===== src/rtl/mac_accum.sv =====
// mac_accum: sums frames of N_TERMS unsigned multiply-add results and
// presents one frame sum per frame on a valid/ready output.
// Optional feature macro: MAC_ACCUM_SAT_EN (clip the frame sum to
// SIZE_OUT bits and flag it on out_sat; otherwise the sum wraps).
module mac_accum #(
  parameter int SIZE_IN  = 16,
  parameter int N_TERMS  = 8,
  parameter int SIZE_OUT = 16
) (
  input  logic                clk,
  input  logic                reset,
  input  logic                in_valid,
  input  logic [SIZE_IN-1:0]  in_data,
  output logic                in_ready,
  input  logic                flush,
  output logic                out_valid,
  input  logic                out_ready,
  output logic [SIZE_OUT-1:0] out_data,
  output logic                out_sat
);

  localparam int CNT_W    = $clog2(N_TERMS);
  localparam int SIZE_ACC = SIZE_IN + CNT_W;

  logic [SIZE_ACC-1:0] r_acc;
  logic [CNT_W-1:0]    r_cnt;
  logic                r_out_valid;
  logic [SIZE_OUT-1:0] r_out_data;
  logic                r_out_sat;

  logic                w_accept;
  logic                w_frame_end;
  logic [SIZE_ACC-1:0] w_sum;
  logic                w_clip;
  logic [SIZE_OUT-1:0] w_res_data;
  logic                w_res_sat;

  // Input handshake: stall while an output is pending and not taken,
  // and refuse beats during reset or flush.
  always_comb begin
    in_ready    = !reset && !flush && (!r_out_valid || out_ready);
    w_accept    = in_valid && in_ready;
    w_frame_end = w_accept && (r_cnt == CNT_W'(N_TERMS - 1));
    // Full-width sum; SIZE_ACC is sized so this can never overflow.
    w_sum       = r_acc + SIZE_ACC'(in_data);
    // Any bit above the output width means the sum does not fit.
    w_clip      = |(w_sum >> SIZE_OUT);
  end

`ifdef MAC_ACCUM_SAT_EN
  // Saturating result: clip to all-ones and flag it.
  always_comb begin
    w_res_data = w_clip ? '1 : SIZE_OUT'(w_sum);
    w_res_sat  = w_clip;
  end
`else
  logic w_clip_unused;
  // Wrapping result: keep the low bits, never flag.
  always_comb begin
    w_res_data    = SIZE_OUT'(w_sum);
    w_res_sat     = 1'b0;
    w_clip_unused = w_clip;
  end
`endif

  // Partial-frame accumulator and beat counter.
  always_ff @(posedge clk) begin
    if (reset) begin
      r_acc <= '0;
      r_cnt <= '0;
    end else if (flush || w_frame_end) begin
      r_acc <= '0;
      r_cnt <= '0;
    end else if (w_accept) begin
      r_acc <= w_sum;
      r_cnt <= r_cnt + CNT_W'(1);
    end
  end

  // Output register: loads on frame end (even while being consumed, for
  // full throughput), clears valid when taken, otherwise holds stable.
  always_ff @(posedge clk) begin
    if (reset) begin
      r_out_valid <= 1'b0;
      r_out_data  <= '0;
      r_out_sat   <= 1'b0;
    end else if (w_frame_end) begin
      r_out_valid <= 1'b1;
      r_out_data  <= w_res_data;
      r_out_sat   <= w_res_sat;
    end else if (out_ready) begin
      r_out_valid <= 1'b0;
    end
  end

  assign out_valid = r_out_valid;
  assign out_data  = r_out_data;
  assign out_sat   = r_out_sat;

endmodule


===== config.mk =====
export PLATFORM = sky130hd
export DESIGN_NAME = mac_accum
export DESIGN_NICKNAME = d
export VERILOG_FILES = /design/src/rtl/mac_accum.sv
export SDC_FILE = /design/constraint.sdc
export NUM_CORES = 1
export LEC_CHECK = 0
export CORE_AREA = 3 3 72 74
export DETAILED_ROUTE_END_ITERATION = 10
export DIE_AREA = 0 0 75 77
export PLACE_DENSITY_LB_ADDON = 0.05
export SYNTH_ARGS = -nofsm -noshare
export SYNTH_HDL_FRONTEND = slang
export SYNTH_SLANG_ARGS = --single-unit

===== constraint.sdc =====
create_clock -name clk -period 4.85 [get_ports clk]
set_input_delay 0.485 -clock clk [delete_from_list [all_inputs] [get_ports clk]]
set_output_delay 0.485 -clock clk [all_outputs]
set_load 0.02 [all_outputs]

# == Yosys cells after proc, flatten, opt, wreduce, memory -nomap -nowiden ==
# Index checks and enable logic that the tools add are counted.
# word_totals
ff_bits,39
# classes
n_addsub,2
eq_ne,1
n_mux,2
n_reduce_logical,11
# ops
operator,n
19-bit by 16-bit adder with 19-bit output,1
1-bit logical AND,4
"3-bit by 1-bit adder with 3-bit output, second input constant",1
"3-bit == test, second input constant",1
1-bit zero test,3
1-bit logical OR,2
1-bit two-way mux,2
2-bit nonzero test,1
2-bit OR reduction,1

# == Logic depth before layout (Yosys ltp) ==
# logic_depth
word_depth,7
depth_mapped,8

# == Worst setup path before layout ==
# Ideal clock, no wire load.
# synth_timing
kind,input to register
startpoint,in in_data[0]
endpoint,reg r_acc[14]
setup_ns,0.120
arrival_ns,2.323
t_required_ns,4.730
slack_ns,2.407
path_stages,8
path_cell_list,ha_1 fa_1 a21o_1 a311oi_1 nor4_1 a221o_1 and3b_1 a211o_1
# synth_between
elab_chain_cells,1
# synth_lines
item,line,source
start: declaration,13,"input logic [SIZE_IN-1:0] in_data,"
19-bit by 16-bit adder with 19-bit output,45,w_sum = r_acc + SIZE_ACC'(in_data);
end signal: assignment,75,r_acc <= w_sum;
end: declaration,25,logic [SIZE_ACC-1:0] r_acc;
# No other way between the ends.
# A chain may end at the register's enable or synchronous reset.

# == Final worst setup path ==
# layout_timing
startpoint,in reset
endpoint,out in_ready
# layout_between
elab_chain_cells,3
# layout_lines
item,line,source
start: declaration,11,"input logic reset,"
1-bit zero test,41,in_ready = !reset && !flush && (!r_out_valid || out_ready);
1-bit logical AND (2 in a row),41,
end: declaration,14,"output logic in_ready,"
# No other way between the ends.

==> impl_metrics.tcl <==
set metrics [dict create \
    cts_tree "done" \
    cts-buffers-inserted 5 \
    grt-ovfl-total 0 \
    wire_per_inst_um 14.13 \
    netlist.area_leader.share_pct 34.66 \
    multi_input_area_um2 1287 \
    crit_family "buffers and inverters" \
    fillers 445 \
    nNetsFinal 319 \
    diodes 0 \
    post-place-cells 327 \
    path_buf_inv 2 \
    grt_max_degree 20 \
    synthDistinctLibCells 49 \
    rsz0062_at_grt "no" \
    hold_depth 2 \
    layoutNonFillerInstCount 334 \
    p_seq_share_pct 49.4 \
    start_util_pct 44.62 \
    fin_crit_sh_pct 60.04 \
    post_cts_buffers 0 \
    timing.fmax_mhz 343.4 \
    cp-start-kind "primary input" \
    min_path_type "flip-flop to flip-flop" \
    slew_viol_final 0 \
    synth-edff-count 0 \
    ys_ff_latch 36 \
    status "complete, no violations" \
    relSlewSlack_pct 51.32 \
    stdcell_area_um2 2560 \
    drv_cap 0 \
    switchingPower_uw 144.6 \
    clkPwrFrac_pct 37.6 \
    cts_root_buf "clkbuf_8" \
    layout-drive-gt1-share_pct 4.643 \
    crit_chain "clkdlybuf4s50_1, nor2_1, and2_1, clkdlybuf4s50_1" \
    die_w_um 75 \
    clk_latency_ns 0.28 \
    p_total_uw 605.6 \
    place_congestion 0.8219 \
    yosysTopAreaCell "dfxtp_1" \
    ff_latch_area_um2 720.7 \
    slowest_delay_ns 0.78 \
    ant_nets 0 \
    syn_inst 248 \
    synth_top_flop_cell "dfxtp_1" \
    finalHoldViolations 0 \
    async_flop_share_pct 0 \
    synth_commonest_cells "nand2_1 (41), dfxtp_1 (36), a21oi_1 (29), ha_1 (17), nor2_1 (16)" \
    netSwitchingFraction_pct 23.87 \
    syn_area_um2 2079 \
    setup_viol 0 \
    antenna_found_initial 0 \
    p_leak_uw 0.001056 \
    power_per_cell_area_nw_per_um2 236.6 \
    tns_ns 0 \
    slowest_stage "clkdlybuf4s50_1" \
    crit_fanout 19 \
    p_int_uw 461.0 \
    crit_type "primary input to output pin" \
    synthTopCellsByArea "dfxtp_1 (35%), ha_1 (10%), nand2_1 (7.4%)" \
    endpoint_kind "output pin" \
    yosysWarnings 0 \
    timing.critical_path.mode_cell "clkdlybuf4s50_1" \
    die_area_um2 5775 \
    peakVddDrop_uv 110.8 \
    place_area_um2 2464 \
    routed_wl_mm 4.718 \
    yosysSeqAreaShare_pct 34.66 \
    drc 0 \
    rows 25 \
    clockBufferDepth 2 \
    fin_crit_ns 2.912 \
    avgSynthCellArea_um2 8.385 \
    dieHeight_um 77 \
    cts_num_sinks 36 \
    required_ns 4.37 \
    worst_pin_slew_ns 0.7280 \
    worstPathArrival_ns 2.43 \
    dr.pass1.iters 4 \
    grt_first_pass_wirelength_mm 7.762 \
    ctsResizeCount 0 \
    cp.depth 4 \
    areaGrowthSynthToFinish_pct 23.10 \
    skew_ns 0.004839 \
    track_usage_pct 17.24 \
    synth_most_common_cell "nand2_1" \
    cts_hold_buf 0 \
    r2r_cells 8 \
    vias 1846 \
    clk_pin_slew_worst_paths_ns 0.07 \
    pin_count 40 \
    io_buffers 38 \
    core_area_um2 4661 \
    cts_htree_levels 2 \
    power_frac_comb_pct 13.0 \
    drt_iter0_markers 94 \
    viasPerCell 5.527 \
    syn_nets 287 \
    grt_pass1_vias 1661 \
    dp_hpwl_mm 3.483 \
]
==> state kept, by name, summed over array words and instances (netlist names) <==
signal and count:
r_acc 16, r_cnt 3, out_valid 1, out_data 16
==> stage by stage <==
step | hold slack, ns | utilization [%] | setup slack (ns)
floorplan | 0.4396 | - | 2.407
global placement | 0.4463 | 52.86 | 1.763
detailed placement | 0.4464 | 52.86 | 1.641
CTS | 0.4560 | 54.93 | 1.914
global route | 0.4800 | 54.93 | 1.596
finish | 0.4530 | 54.93 | 1.938
==> worst paths after layout <==
| kind | from | to | slack [ns] |
|---|---|---|---|
| worst max-delay path | reset | in_ready | 1.94 |
| worst min-delay path | out_data[0] | out_data[0] | 0.45 |
| worst max register to register | r_acc[0] | r_acc[14] | 2.45 |
| worst min register to register | out_data[0] | out_data[0] | 0.45 |
==> power by group through the flow <==
stage	clock network, uW	registers (uW)	logic [uW]
global placement	0	306	78.0
global route	250	299	87.3
detailed placement	0	306	78.2
finish	228	299	78.9
CTS	240	299	78.9
floorplan	0	306	50.6
==> worst reg2reg max path, stage by stage, from the launching register on <==
cell	delay [ns]
dfxtp_1	0.32
ha_1	0.21
fa_1	0.40
a21o_1	0.23
a311oi_1	0.29
nor4_1	0.11
a221o_1	0.34
and3b_1	0.18
a211o_1	0.21
==> cell type report <==
class	instances	share of cell area (%)
multi-input combinational	197	50.29
clock buffer	7	3.763
timing repair buffer	38	14.86
sequential	36	28.15
tap	54	2.639
inverter	2	0.2933
==> cells in the final DEF, fill, tap and decap left out, types with 4 or more instances in the layout <==
| master | instances |
|---|---|
| nand2_1 | 41 |
| clkdlybuf4s50_1 | 38 |
| dfxtp_1 | 36 |
| a21oi_1 | 29 |
| ha_1 | 17 |
| nor2_1 | 16 |
| xnor2_1 | 10 |
| a21o_1 | 8 |
| o21ai_0 | 8 |
| clkbuf_8 | 7 |
| nand3_1 | 6 |
| nand3b_1 | 5 |
| nand4_1 | 4 |
| nor3b_1 | 4 |
==> per-layer routing <==
metal / wire length, um / part of all wire (%) / track usage, % / up-vias
li1: - / - / - / 945
met1: 2372 / 50 / 25.36 / 850
met2: 2078 / 44 / 25.09 / 44
met3: 205 / 4.3 / 2.883 / 7
met4: 61 / 1.3 / 5.872 / 0
met5: 0 / 0 / 0 / -
==> cell families (layout without fill, tap and decap cells) <==
logic type	count (synthesis)	count (layout)	synth area share, %
compound gates	72	72	22.20
xor+xnor	14	14	6.558
fa+ha+maj	18	18	11.19
buf+inv	15	47	3.430
flops	36	36	34.66
mux	1	1	0.5415
other cells	1	1	0.1803
simple gates	91	91	21.24
(Power assumes the default switching activity.)
